<file path="config.mk">
export PLATFORM = sky130hd
export DESIGN_NAME = cacheline_adaptor
export DESIGN_NICKNAME = d
export VERILOG_FILES = /design/src/rtl/cacheline_pkg.sv /design/src/rtl/cacheline_adaptor.sv
export SDC_FILE = /design/constraint.sdc
export NUM_CORES = 1
export LEC_CHECK = 0
export BUFFER_PORTS_ARGS = -buffer_cell sky130_fd_sc_hd__buf_2
export CAP_MARGIN = 20
export CORE_AREA = 4 4 277 279
export CTS_BUF_LIST = sky130_fd_sc_hd__clkbuf_16
export CTS_CLUSTER_DIAMETER = 30
export CTS_CLUSTER_SIZE = 24
export DETAILED_ROUTE_END_ITERATION = 7
export DIE_AREA = 0 0 281 283
export SLEW_MARGIN = 10
export SYNTH_ARGS = -nofsm -noshare
export SYNTH_HDL_FRONTEND = slang
export SYNTH_SLANG_ARGS = --single-unit
</file>
<file path="constraint.sdc">
create_clock -name clk -period 4.7 [get_ports clk]
set_input_delay 0.235 -clock clk [delete_from_list [all_inputs] [get_ports clk]]
set_output_delay 0.235 -clock clk [all_outputs]
set_load 0.01 [all_outputs]
</file>
<file path="src/rtl/cacheline_pkg.sv">
// Shared widths, beat index type and FSM encoding for the cacheline adaptor.
package cacheline_pkg;

  localparam int unsigned LINE_W    = 256;
  localparam int unsigned BURST_W   = 64;
  localparam int unsigned BEATS     = LINE_W / BURST_W;
  localparam int unsigned ADDR_W    = 32;
  localparam int unsigned OFFSET_W  = 5;
  localparam int unsigned BEAT_IDX_W = 2;

  typedef logic [BEAT_IDX_W-1:0] beat_idx_t;

  localparam beat_idx_t LAST_BEAT = beat_idx_t'(BEATS - 1);

  typedef enum logic [1:0] {
    IDLE     = 2'd0,
    RD_BURST = 2'd1,
    WR_BURST = 2'd2,
    DONE     = 2'd3
  } state_e;

endpackage

</file>
<file path="src/rtl/cacheline_adaptor.sv">
// Bridges 256-bit cache line transactions to four 64-bit DRAM beats.
// Define CACHELINE_ADAPTOR_ALIGN_EN to zero the line-offset bits of the latched address.
module cacheline_adaptor
  import cacheline_pkg::*;
(
  input  logic               clk,
  input  logic               reset_n,
  input  logic [LINE_W-1:0]  line_i,
  output logic [LINE_W-1:0]  line_o,
  input  logic [ADDR_W-1:0]  address_i,
  input  logic               read_i,
  input  logic               write_i,
  output logic               resp_o,
  input  logic [BURST_W-1:0] burst_i,
  output logic [BURST_W-1:0] burst_o,
  output logic [ADDR_W-1:0]  address_o,
  output logic               read_o,
  output logic               write_o,
  input  logic               resp_i
);

  state_e              state_q, state_d;
  beat_idx_t           cnt_q, cnt_d;
  logic [LINE_W-1:0]   buf_q, buf_d;
  logic [ADDR_W-1:0]   addr_q, addr_d;
  logic [ADDR_W-1:0]   addr_in;
  logic                read_q, write_q, resp_q;

`ifdef CACHELINE_ADAPTOR_ALIGN_EN
  assign addr_in = {address_i[ADDR_W-1:OFFSET_W], OFFSET_W'(0)};
`else
  assign addr_in = address_i;
`endif

  // Next-state, beat counter, line buffer and address register update.
  always_comb begin
    state_d = state_q;
    cnt_d   = cnt_q;
    buf_d   = buf_q;
    addr_d  = addr_q;
    case (state_q)
      IDLE: begin
        if (write_i) begin
          state_d = WR_BURST;
          addr_d  = addr_in;
          buf_d   = line_i;
          cnt_d   = '0;
        end else if (read_i) begin
          state_d = RD_BURST;
          addr_d  = addr_in;
          cnt_d   = '0;
        end
      end
      RD_BURST: begin
        if (resp_i) begin
          buf_d[int'(cnt_q)*BURST_W +: BURST_W] = burst_i;
          cnt_d = cnt_q + beat_idx_t'(1);
          if (cnt_q == LAST_BEAT) state_d = DONE;
        end
      end
      WR_BURST: begin
        if (resp_i) begin
          cnt_d = cnt_q + beat_idx_t'(1);
          if (cnt_q == LAST_BEAT) state_d = DONE;
        end
      end
      DONE: begin
        // Address register doubles as address_o, so it is cleared on the way back to IDLE.
        state_d = IDLE;
        addr_d  = '0;
      end
      default: begin
        state_d = IDLE;
        addr_d  = '0;
      end
    endcase
  end

  // Request and response strobes are registered from the next state.
  always_ff @(posedge clk or negedge reset_n) begin
    if (!reset_n) begin
      state_q <= IDLE;
      cnt_q   <= '0;
      buf_q   <= '0;
      addr_q  <= '0;
      read_q  <= 1'b0;
      write_q <= 1'b0;
      resp_q  <= 1'b0;
    end else begin
      state_q <= state_d;
      cnt_q   <= cnt_d;
      buf_q   <= buf_d;
      addr_q  <= addr_d;
      read_q  <= (state_d == RD_BURST);
      write_q <= (state_d == WR_BURST);
      resp_q  <= (state_d == DONE);
    end
  end

  assign line_o    = buf_q;
  assign burst_o   = buf_q[int'(cnt_q)*BURST_W +: BURST_W];
  assign address_o = addr_q;
  assign read_o    = read_q;
  assign write_o   = write_q;
  assign resp_o    = resp_q;

endmodule

</file>
==> qor.yml <==
status:
  status: "finished clean"
synth:
  syn_area_um2: 17100
  synth_top_area_share: 0.432
  yosysTopAreaCell: "dfrtp_1"
  synth-seq-cells: 295
  synth.avg_cell_area_um2: 12.3
  yosysWarnings: 0
  synth.yosys.seq_area_share: 0.432
  netlist_instances: 1392
  syn_nets: 1758
  post_synth_num_cell_types: 29
  synthTopCellsByArea: "dfrtp_1, mux2_2, mux4_2"
place:
  place.port_buffers: 711
  hpwl_um: 53400
  dpl.cell_count: 2954
  gp_congestion: 0.842
power_and_ir_drop:
  power.density_nw_per_um2: 770
  p_comb_frac: 0.483
  pwr-share-seq: 0.251
  intPower_mw: 12.2
  clockPowerShare: 0.265
  sw_frac_of_total: 0.404
  total_power_mw: 20.4
  power.switching_mw: 8.26
  power.leakage_nw: 12.4
  peakVddDrop_mv: 0.546
die:
  placementRows: 100
  die_w_um: 281
  die_h_um: 283
  core-area_um2: 74200
  die-area_um2: 79500
  start_util: 0.230
  io_pins: 712
grt:
  antenna_found_initial: 11
  grt_max_degree: 104
  grt_pass1_wl_um: 117000
  track_usage: 0.191
  grt_pass1_vias: 18100
  grt_use_met1: 0.226
  met3_usage: 0.0502
  grt_util_met2: 0.327
  top_usage_layer: "met2"
  grt.overflow.total: 0
detailed_routing:
  wl_um: 79000
  drt-initial-drc-count: 946
  wl_per_cell_um: 23.7
  drtPass1Iterations: 5
  via_per_inst: 4.99
  detailroute.via_count: 16700
  drc: 0
  ant_nets: 0
critical_path:
  cp.arrival_ns: 3.49
  required_ns: 4.47
  crit_path_end_kind: "output pin"
  startpoint: "cnt_q[0]"
  reg2reg_from: "cnt_q[1]"
  crit_fanout: 39
  setup.worst_path.class: "reg2out"
  cp-start-kind: "register"
clocking:
  cts.clk_slew.worst_paths_ns: 0.04
  cts_buffer_depth: 3
  cts_setup_buffers: 0
  cts-htree-levels: 3
  cts_tree: "done"
  cts.sinks: 295
  numCtsBuffers: 88
  cts_hold_buffers: 219
  cts_root_buf: "clkbuf_16"
  insertion_delay_ns: 0.61
  cts_resized: 0
finish:
  num-nets-final: 2660
  final_layout_size_suffix_gt1_frac: 0.525
  fin_util: 0.358
  area_growth_pct: 55.5
  layoutNonFillerInstCount: 3338
timing:
  fin_worst_skew_ns: 0.0413
  rsz0062_at_grt: "false"
  slew_headroom: 0.231
  setup_violations: 0
  drv_slew: 0
  max_freq_mhz: 268
  finalWorstPathRequiredPeriod_ns: 3.73
  finalHoldViolations: 0
  timing.setup.tns_ns: 0
  fin_crit_sh: 0.793
  worstMarginPinSlew_ns: 1.15
flow_run:
  drv_cap: 0
worst_hold_path:
  min_from: "address_i[0]"
  hp-class: "in2reg"
==> Yosys cell counts <==
cell         n
buf_4       27
clkbuf_1    97
a21boi_0     1
buf_2       21
o2bb2ai_1   64
nand2b_1    66
mux2_2     288
o32ai_1      1
mux4_2      64
a21oi_2      4
nand2_1      8
o21ai_0      1
o41ai_1     64
a21oi_1      2
dfrtp_1    295
nor2_1       3
and3_1       1
a41o_1      64
nor2b_1    100
a32o_1      64
inv_1       71
and3b_1      1
ha_1         9
buf_1        5
mux2i_1      3
a21o_1       2
nand3_1     64
nand3b_1     1
a221oi_1     1
==> cells in the final DEF, fill, tap and decap left out, types with 3 or more instances in the layout <==
| master | synthesis | routed |
|---|---|---|
| inv_6 | 0 | 3 |
| nand2b_1 | 66 | 65 |
| bufinv_16 | 0 | 3 |
| clkbuf_16 | 0 | 90 |
| o41ai_1 | 64 | 64 |
| ha_4 | 0 | 3 |
| nor2b_4 | 0 | 3 |
| mux4_2 | 64 | 64 |
| buf_12 | 0 | 4 |
| mux2i_1 | 3 | 3 |
| nand2_1 | 8 | 7 |
| dfrtp_1 | 295 | 293 |
| clkinvlp_4 | 0 | 5 |
| nand3_1 | 64 | 64 |
| a41o_1 | 64 | 64 |
| o2bb2ai_1 | 64 | 64 |
| buf_4 | 27 | 28 |
| clkinv_4 | 0 | 5 |
| inv_1 | 71 | 85 |
| clkinv_16 | 0 | 3 |
| buf_2 | 21 | 710 |
| nor2_1 | 3 | 3 |
| nor2b_1 | 100 | 97 |
| clkinv_2 | 0 | 17 |
| diode_2 | 0 | 9 |
| a32o_1 | 64 | 64 |
| ha_1 | 9 | 6 |
| dlygate4sd3_1 | 0 | 219 |
| clkinv_1 | 0 | 13 |
| mux2_2 | 288 | 288 |
| a21oi_4 | 0 | 4 |
==> final timing paths <==
path	end	slack, ns	cells past startpoint
worst max-delay path	burst_o[2]	0.97	4
worst min-delay path	address_o[0]	0.05	3
worst max register to register	line_o[9]	1.15	6
worst min register to register	address_o[25]	0.50	1
max in group asynchronous	line_o[35]	3.36	3
min in group asynchronous	address_o[28]	0.20	2
==> cells by family (layout without fill, tap and decap cells) <==
kind of cell,after synthesis,count (layout),synth area share
multiplexers,355,355,0.276
other,0,9,0
AO/OA/AOI/OAI,268,268,0.146
buffers and inverters,221,1189,0.0560
adder cells (fa/ha/maj),9,9,0.00659
AND/OR/NAND/NOR,244,244,0.0833
flip-flops,295,295,0.432
==> sequential cells by signal (all words and copies together), names as in the netlist <==
register / flops
line_o: 256
resp_o: 1
read_o: 1
cnt_q: 2
address_o: 32
state_q: 2
write_o: 1
==> metrics by stage <==
stage	setup WS, ns	area, um2	hold slack [ns]
finish	0.972	26600	0.0468
global route	0.760	26600	0.0323
CTS	0.893	26500	0.00286
detailed placement	1.23	21600	0.267
global placement	1.33	21600	0.273
floorplan	2.08	17100	-0.0606
==> worst max-delay path, cell delays in order (launching register included) <==
cell and delay [ns]:
dfrtp_4 0.74, buf_4 0.57, buf_4 0.61, mux4_2 0.67, buf_2 0.18
==> power by group through the flow <==
stage	clock network (mW)	registers [mW]	logic, mW
2_1_floorplan	0	5.29	5.52
3_3_place_gp	0	5.12	9.63
3_5_place_dp	0	5.15	9.72
4_1_cts	5.52	5.13	9.91
5_1_grt	5.68	5.31	10.5
6_report	5.42	5.14	9.88
==> final cells by class <==
type | count | area [um2]
fill | 7262 | 47600
clock inverter | 66 | 514
timing repair buffer | 962 | 6050
antenna | 9 | 22.5
clock buffer | 90 | 2250
inverter | 71 | 269
tap | 969 | 1210
multi-input combinational | 876 | 8850
sequential | 295 | 7390
==> per-layer routing <==
metal | share of wire | up-vias
li1 | - | 7187
met4 | 0.042 | 6
met1 | 0.39 | 8424
met2 | 0.48 | 852
met5 | 0.00051 | -
met3 | 0.080 | 188
No activity file was read; power rests on OpenSTA's default activity.
